### src/rtl/mem_access_stage.sv
// mem_access_stage: MEM stage of the 5-stage pipeline.
//   Runs loads and stores over a req/ack data-memory bus. Store data is steered
//   onto byte lanes; load data is extracted and sign- or zero-extended.
//   While an access is outstanding, it stalls the upstream stages.
//   Results, exceptions and bubbles are written to the registered MEM/WB slot.
// Ports:
//   clk, reset              clock (rising edge), asynchronous active-high reset
//   mem_*                   EX/MEM register fields (address/result, rd, controls)
//   dmem_req/we/addr/wdata/be  registered data-memory request
//   dmem_rdata, dmem_ack    memory response; ack completes the request that cycle
//   stall                   combinational; freezes PC, IF/ID, ID/EX, EX/MEM
//   wb_*, exc_*             registered MEM/WB outputs and 1-cycle exception pulses
module mem_access_stage #(
    parameter int unsigned TIMEOUT_CYCLES = 16
) (
    input  logic        clk,
    input  logic        reset,
    input  logic [31:0] mem_alu_result,
    input  logic [4:0]  mem_rd,
    input  logic        mem_reg_write,
    input  logic        mem_mem_read,
    input  logic        mem_mem_write,
    input  logic [31:0] mem_store_data,
    input  logic [1:0]  mem_size,
    input  logic        mem_load_unsigned,
    output logic        dmem_req,
    output logic        dmem_we,
    output logic [31:0] dmem_addr,
    output logic [31:0] dmem_wdata,
    output logic [3:0]  dmem_be,
    input  logic [31:0] dmem_rdata,
    input  logic        dmem_ack,
    output logic        stall,
    output logic [31:0] wb_result,
    output logic [4:0]  wb_rd,
    output logic        wb_reg_write,
    output logic        exc_misaligned,
    output logic        exc_bus_timeout
);
    localparam int unsigned CNT_W = (TIMEOUT_CYCLES > 1) ? $clog2(TIMEOUT_CYCLES) : 1;
    localparam logic [CNT_W-1:0] CNT_LAST =
        (TIMEOUT_CYCLES == 0) ? '0 : CNT_W'(TIMEOUT_CYCLES - 1);

    typedef enum logic [0:0] {IDLE = 1'b0, REQ = 1'b1} state_e;

    state_e           state_q, state_d;
    logic [CNT_W-1:0] cnt_q, cnt_d;
    logic             req_q, req_d;
    logic             we_q, we_d;
    logic [29:0]      waddr_q, waddr_d;
    logic [1:0]       off_q, off_d;
    logic [1:0]       size_q, size_d;
    logic             uns_q, uns_d;
    logic [31:0]      wdata_q, wdata_d;
    logic [3:0]       be_q, be_d;
    logic [4:0]       rd_q, rd_d;
    logic             rw_q, rw_d;
    logic [31:0]      wb_result_q, wb_result_d;
    logic [4:0]       wb_rd_q, wb_rd_d;
    logic             wb_rw_q, wb_rw_d;
    logic             exc_mis_q, exc_mis_d;
    logic             exc_to_q, exc_to_d;

    logic        access_c, misaligned_c, timeout_c, stall_c;
    logic [31:0] st_wdata_c, ld_data_c;
    logic [3:0]  st_be_c;
    logic [15:0] ld_half_c;

    // If both read and write are set, the access is treated as a load.
    assign access_c     = mem_mem_read | mem_mem_write;
    assign misaligned_c = access_c &
                          ((mem_size[1] & (mem_alu_result[1:0] != 2'b00)) |
                           ((mem_size == 2'b01) & mem_alu_result[0]));
    // An ack takes priority over the timeout because it is checked first in REQ.
    assign timeout_c    = (TIMEOUT_CYCLES != 0) && (cnt_q == CNT_LAST);

    // Store lane replication and byte enables
    always_comb begin
        st_wdata_c = mem_store_data;
        st_be_c    = 4'b1111;
        case (mem_size)
            2'b00: begin
                st_wdata_c = {4{mem_store_data[7:0]}};
                st_be_c    = 4'b0001 << mem_alu_result[1:0];
            end
            2'b01: begin
                st_wdata_c = {2{mem_store_data[15:0]}};
                st_be_c    = mem_alu_result[1] ? 4'b1100 : 4'b0011;
            end
            default: ;
        endcase
    end

    // Load lane extraction and extension
    always_comb begin
        ld_half_c = off_q[1] ? dmem_rdata[31:16] : dmem_rdata[15:0];
        ld_data_c = dmem_rdata;
        case (size_q)
            2'b00: ld_data_c = {{24{~uns_q & dmem_rdata[{off_q, 3'b000} + 5'd7]}},
                                dmem_rdata[{off_q, 3'b000} +: 8]};
            2'b01: ld_data_c = {{16{~uns_q & ld_half_c[15]}}, ld_half_c};
            default: ;
        endcase
    end

    // Next-state, latched request fields and MEM/WB slot
    always_comb begin
        state_d     = state_q;
        cnt_d       = cnt_q;
        req_d       = req_q;
        we_d        = we_q;
        waddr_d     = waddr_q;
        off_d       = off_q;
        size_d      = size_q;
        uns_d       = uns_q;
        wdata_d     = wdata_q;
        be_d        = be_q;
        rd_d        = rd_q;
        rw_d        = rw_q;
        wb_result_d = wb_result_q;
        wb_rd_d     = wb_rd_q;
        wb_rw_d     = 1'b0;
        exc_mis_d   = 1'b0;
        exc_to_d    = 1'b0;
        stall_c     = 1'b0;
        case (state_q)
            IDLE: begin
                cnt_d = '0;
                if (misaligned_c) begin
                    exc_mis_d = 1'b1;
                    wb_rd_d   = mem_rd;
                end else if (access_c) begin
                    stall_c = 1'b1;
                    state_d = REQ;
                    req_d   = 1'b1;
                    we_d    = ~mem_mem_read;
                    waddr_d = mem_alu_result[31:2];
                    off_d   = mem_alu_result[1:0];
                    size_d  = mem_size;
                    uns_d   = mem_load_unsigned;
                    wdata_d = st_wdata_c;
                    be_d    = st_be_c;
                    rd_d    = mem_rd;
                    rw_d    = mem_reg_write;
                end else begin
                    wb_result_d = mem_alu_result;
                    wb_rd_d     = mem_rd;
                    wb_rw_d     = mem_reg_write;
                end
            end
            REQ: begin
                if (dmem_ack) begin
                    state_d = IDLE;
                    req_d   = 1'b0;
                    wb_rd_d = rd_q;
                    if (!we_q) begin
                        wb_result_d = ld_data_c;
                        wb_rw_d     = rw_q;
                    end
                end else if (timeout_c) begin
                    state_d  = IDLE;
                    req_d    = 1'b0;
                    exc_to_d = 1'b1;
                end else begin
                    stall_c = 1'b1;
                    cnt_d   = cnt_q + CNT_W'(1);
                end
            end
            default: state_d = IDLE;
        endcase
    end

    always_ff @(posedge clk or posedge reset) begin
        if (reset) begin
            state_q     <= IDLE;
            cnt_q       <= '0;
            req_q       <= 1'b0;
            we_q        <= 1'b0;
            waddr_q     <= '0;
            off_q       <= '0;
            size_q      <= '0;
            uns_q       <= 1'b0;
            wdata_q     <= '0;
            be_q        <= '0;
            rd_q        <= '0;
            rw_q        <= 1'b0;
            wb_result_q <= '0;
            wb_rd_q     <= '0;
            wb_rw_q     <= 1'b0;
            exc_mis_q   <= 1'b0;
            exc_to_q    <= 1'b0;
        end else begin
            state_q     <= state_d;
            cnt_q       <= cnt_d;
            req_q       <= req_d;
            we_q        <= we_d;
            waddr_q     <= waddr_d;
            off_q       <= off_d;
            size_q      <= size_d;
            uns_q       <= uns_d;
            wdata_q     <= wdata_d;
            be_q        <= be_d;
            rd_q        <= rd_d;
            rw_q        <= rw_d;
            wb_result_q <= wb_result_d;
            wb_rd_q     <= wb_rd_d;
            wb_rw_q     <= wb_rw_d;
            exc_mis_q   <= exc_mis_d;
            exc_to_q    <= exc_to_d;
        end
    end

    // Stall releases immediately while reset is asserted.
    assign stall           = stall_c & ~reset;
    assign dmem_req        = req_q;
    assign dmem_we         = we_q;
    assign dmem_addr       = {waddr_q, 2'b00};
    assign dmem_wdata      = wdata_q;
    assign dmem_be         = be_q;
    assign wb_result       = wb_result_q;
    assign wb_rd           = wb_rd_q;
    assign wb_reg_write    = wb_rw_q;
    assign exc_misaligned  = exc_mis_q;
    assign exc_bus_timeout = exc_to_q;
endmodule

### config.mk
export PLATFORM = sky130hd
export DESIGN_NAME = mem_access_stage
export DESIGN_NICKNAME = d
export VERILOG_FILES = /design/src/rtl/mem_access_stage.sv
export SDC_FILE = /design/constraint.sdc
export NUM_CORES = 1
export LEC_CHECK = 0
export ABC_AREA = 1
export BUFFER_PORTS_ARGS = -buffer_cell sky130_fd_sc_hd__buf_4
export CAP_MARGIN = 30
export CORE_ASPECT_RATIO = 1.2
export CORE_MARGIN = 8
export CORE_UTILIZATION = 55
export CTS_BUF_LIST = sky130_fd_sc_hd__clkbuf_2 sky130_fd_sc_hd__clkbuf_4 sky130_fd_sc_hd__clkbuf_8
export DETAILED_ROUTE_END_ITERATION = 12
export HOLD_SLACK_MARGIN = 0.12
export PLACE_DENSITY = 0.92
export SLEW_MARGIN = 15
export SYNTH_ARGS = -nofsm -noshare
export SYNTH_HDL_FRONTEND = slang
export SYNTH_SLANG_ARGS = --single-unit
export TNS_END_PERCENT = 1
### constraint.sdc
create_clock -name clk -period 7.1 [get_ports clk]
set_clock_uncertainty 0.1 [all_clocks]
set_input_delay 1.065 -clock clk [delete_from_list [all_inputs] [get_ports clk]]
set_output_delay 1.065 -clock clk [all_outputs]
set_load 0.1 [all_outputs]
* Word level (Yosys, flattened, before mapping)
Index checks and enable logic that the tools add are counted.
** Cells by class
- Add/sub/neg operators :: 2
- $lt $le $gt $ge :: 1
- Equal/unequal tests :: 12
- Shift-type cells :: 2
- Multiplexer cells :: 39
- Bitwise operators :: 13
- Reductions and logical operators :: 8
** Operators with widths (count)
- 32-bit one-hot mux with 2 select lines :: 3
- 32-bit 2-to-1 mux :: 4
- 32-bit by 6-bit variable part select with 8-bit output :: 1
- 1-bit 2-to-1 mux :: 18
- 16-bit 2-to-1 mux :: 1
- 4-bit one-hot mux with 2 select lines :: 2
- 5-bit 2-to-1 mux :: 3
- 2-bit != test, second input constant :: 7
- 4-bit 2-to-1 mux :: 3
- 5-bit one-hot mux with 2 select lines :: 1
- 1-bit bitwise AND :: 6
- 5-bit by 6-bit < comparator with 1-bit output, second input constant :: 1
- 1-bit one-hot mux with 2 select lines :: 3
- 3-bit AND reduction :: 2
- 5-bit by 3-bit adder with 5-bit output, second input constant :: 1
- 1-bit binary-select mux with 5-bit select :: 1
- 1-bit NOT :: 5
- 4-bit by 1-bit adder with 4-bit output, second input constant :: 1
- 2-bit by 1-bit equality test with 1-bit output, second input constant :: 2
- 4-bit equality test, second input constant :: 1
- 2-bit zero test :: 2
- 2-bit AND reduction :: 2
- 4-bit AND reduction :: 1
- 1-bit by 2-bit << shifter with 4-bit output, first input constant :: 1
- other kinds (4) :: 5
** Word-level totals
- Register bits after elaboration :: 124
- Input bits :: 110
- Output and inout port bits :: 111

* Depth between registers and ports, before layout
- Depth in word-level cells :: 8
- Gate-level depth with buffers :: 11
- Gate-level depth less buffers :: 9

* Worst setup path after synthesis
Ideal clock, no wire load.
- Path kind :: input to output
- Start point :: input port mem_size[0]
- End point :: output port stall
- Arrival :: 3184 ps
- Data required time :: 5935 ps
- Path slack :: 2751 ps
- Stages on the path :: 7
- Path buffers :: 2
- Cells stage by stage :: buf_2 nor2_4 a21oi_2 nor2_4 nand2_4 buf_2 a21oi_1
** On the way
- Word-level cells in the longest chain between the ends :: 7
** Ends and longest elaborated chain
- start, declared :: line 24 : input logic [1:0] mem_size,
- 2-bit by 1-bit equality test with 1-bit output :: line 73 : ((mem_size == 2'b01) & mem_alu_result[0]));
- 1-bit bitwise AND :: line 73
- 1-bit OR :: line 72 : ((mem_size[1] & (mem_alu_result[1:0] != 2'b00)) |
- 1-bit bitwise AND :: line 71 : assign misaligned_c = access_c &
- 1-bit 2-to-1 mux :: line 129 : if (misaligned_c) begin
- 1-bit one-hot mux with 2 select lines :: line 126 : case (state_q)
- 1-bit bitwise AND :: line 214 : assign stall = stall_c & ~reset;
- end, declared :: line 33 : output logic stall,
Every way passes these cells.

* Final worst setup path
- Start point :: register state_q
- End point :: output port stall
** On the way
- Word-level cells in the longest chain between the ends :: 3
** Ends and longest elaborated chain
- start, declared :: line 46 : state_e state_q, state_d;
- start signal, assigned :: line 193 : state_q <= state_d;
- 1-bit NOT (no source line)
- 1-bit one-hot mux with 2 select lines * :: line 126
- 1-bit bitwise AND * :: line 214
Every way passes the cells marked *; elsewhere a longest branch is shown, timed or not.

==> impl_metrics.json <==
{
  "crit_path_start_kind": "flop",
  "finalSetupViolations": 0,
  "rsz0062_at_grt": "false",
  "max_freq_ghz": 0.240,
  "routed_wl_mm": 19.6,
  "final_cell_mix": "255 x nand2_1, 221 x buf_4, 124 x dfrtp_1",
  "ctsHoldBuffers": 0,
  "status": "completed",
  "fillerInstances": 768,
  "drtAntennaViolNets": 0,
  "synth_ff_type": "dfrtp_1",
  "critPathKind": "flop to primary output",
  "synth_top_area_share_pct": 52.5,
  "pre_cts_ws_ps": 3070,
  "die_h_um": 130,
  "placedCellCount": 1049,
  "synth-seq-area-share_pct": 52.5,
  "powerDensity_nw_per_um2": 540,
  "multi_input_area_um2": 2450,
  "end_kind": "primary output",
  "netlist_instances": 743,
  "core_um2": 10500,
  "final.setup.tns_ps": 0,
  "p_sw_share_pct": 57.9,
  "fp-row-count": 41,
  "cts_sinks": 124,
  "synth_area_um2": 5910,
  "drc": 0,
  "syn_avg_cell_area_um2": 7.95,
  "relSlewSlack_pct": 37.3,
  "period_needed_ps": 4170,
  "yosysTopAreaCell": "dfrtp_1",
  "cts-root-buf": "clkbuf_8",
  "clk_pin_slew_ps": 80,
  "cts_tree": "yes",
  "yosysWarnings": 0,
  "dp.final_hpwl_mm": 13.9,
  "cts_max_level": 4,
  "tightest_slew_ps": 941,
  "ir_worst_vdd_v": 0.000286,
  "io_buffers": 218,
  "io-pin-count": 221,
  "numCtsBuffers": 17,
  "synthArstFlopShare_pct": 100,
  "grt_pass1_wl_mm": 31.2,
  "synth.ff_latch_count": 124,
  "place_area_um2": 7480,
  "synth_area_leaders": "dfrtp_1 53%, nand2_1 16%, a21oi_1 9.3%, nor2_1 4.5%, o21ai_0 3.6%",
  "gp_congestion": 0.912,
  "rrSetupSlack_ps": 3880,
  "die_area_um2": 14300,
  "insertedDiodeCount": 0,
  "cell_internal_pwr_mw": 1.81,
  "area.sequential_um2": 3100,
  "drt-pass1-iter-count": 8,
  "fin_cells": 1083,
  "stdcell_area_um2": 7970,
  "net-switching-power_mw": 2.49,
  "timing.hold.ws_ps": 380,
  "grt_pass1_vias": 6092,
  "clockBufferDepth": 2,
  "grt_use_total_pct": 27.0,
  "num_vias": 6030,
  "fp.dieW_um": 111,
  "maxCapViolCount": 0,
  "critPathMaxFanout": 52,
  "synth_enable_flop_cells": 0,
  "timing.final.crit_share_pct": 58.8,
  "required_ps": 5930,
  "cts_resized": 0,
  "slew_violations": 0,
  "post_drt_wl_per_cell_um": 18.1,
  "grt_antenna_before_repair": 0,
  "drive_gt1_share_pct": 28.6,
  "fin_ws_ps": 2930,
  "gr-total-overflow": 0,
  "start_util_pct": 56.2,
  "nets": 1052,
  "postCtsSetupBuffers": 0,
  "area_growth_pct": 34.9,
  "arrival_ps": 3010,
  "final_common_cell": "nand2_1",
  "finalHoldViolCount": 0,
  "seqPwrFrac_pct": 25.2,
  "p_leak_nw": 4.12,
  "clkPwrFrac_pct": 15.4,
  "grt_max_degree": 83,
  "combPwrFrac_pct": 59.4,
  "drt-initial-drc-count": 476,
  "clock_latency_ps": 420,
  "synth_cell_types": 36,
  "hold_path_class": "flop to flop",
  "routed_via_density": 5.57
}
cells in the mapped netlist (2+ instances only):
master	count
dfrtp_1	124
buf_6	4
nor2_4	3
o21a_1	5
inv_2	3
nand2_1	255
o21ai_0	43
buf_1	2
nand2_4	3
buf_2	21
inv_1	24
buf_4	6
o22ai_1	5
nand3_1	25
a21oi_1	110
nor2_2	2
a31oi_1	6
nor2_1	71
clkbuf_1	11
a22oi_1	2
o21ai_1	3
sequential cells by signal, summed over array words and instances (netlist names):
register / count
wb_rd: 5
dmem_we: 1
exc_misaligned: 1
dmem_be: 4
off_q: 2
uns_q: 1
rd_q: 5
cnt_q: 4
rw_q: 1
exc_bus_timeout: 1
wb_reg_write: 1
state_q: 1
wb_result: 32
waddr_q: 30
dmem_wdata: 32
size_q: 2
dmem_req: 1
layer usage:
metal / share of wire (%) / vias to the layer above / track usage, %
met4: 3.2 / 0 / 9.71
met2: 51 / 345 / 46.0
met3: 9.3 / 53 / 9.29
met5: 0 / - / 0
li1: - / 2808 / -
met1: 37 / 2824 / 31.0
power by group through the flow:
stage          clock, mW  sequential [mW]  combinational, mW
3_5_place_dp           0             1.10               2.54
4_1_cts            0.668             1.09               2.54
5_1_grt            0.701             1.11               2.67
2_1_floorplan          0             2.58              0.482
6_report           0.663             1.08               2.56
3_3_place_gp           0             1.09               2.51
final timing paths:
check | startpoint | to | depth (start not counted)
worst max-delay path | state_q | stall | 6
worst min-delay path | dmem_wdata[0] | dmem_wdata[0] | 2
max in group asynchronous | reset | uns_q | 4
worst min register to register | dmem_wdata[0] | dmem_wdata[0] | 2
min in group asynchronous | reset | wb_rd[1] | 2
worst max register to register | state_q | wb_result[10] | 9
worst max-delay path, stage by stage (launching register included):
cell	delay [ps]
dfrtp_1	960
inv_2	120
buf_4	340
nor2_1	470
nand2_1	170
a21oi_1	180
buf_4	320
final cells by class:
class / count / area share, %
clock inverters: 10 / 1.74
inverters: 29 / 1.44
flip-flops and latches: 124 / 38.9
well taps: 129 / 2.03
repair buffers: 223 / 21.5
multi-input cells: 546 / 30.7
clock buffers: 22 / 3.64
cell families after synthesis:
kind of cell             share of synthesized area [%]
AND/OR/NAND/NOR                                   24.9
AO/OA/AOI/OAI                                     16.0
flip-flops                                        52.5
buffers and inverters                             6.12
XOR/XNOR                                         0.148
adder cells (fa/ha/maj)                          0.212
other                                           0.0635
per-stage QoR:
stage	total power, mW	util (%)
floorplan	3.06	-
global placement	3.60	71.2
detailed placement	3.63	71.2
CTS	4.30	75.3
global route	4.48	75.8
finish	4.30	75.8
Power figures use the tool's default switching activity.
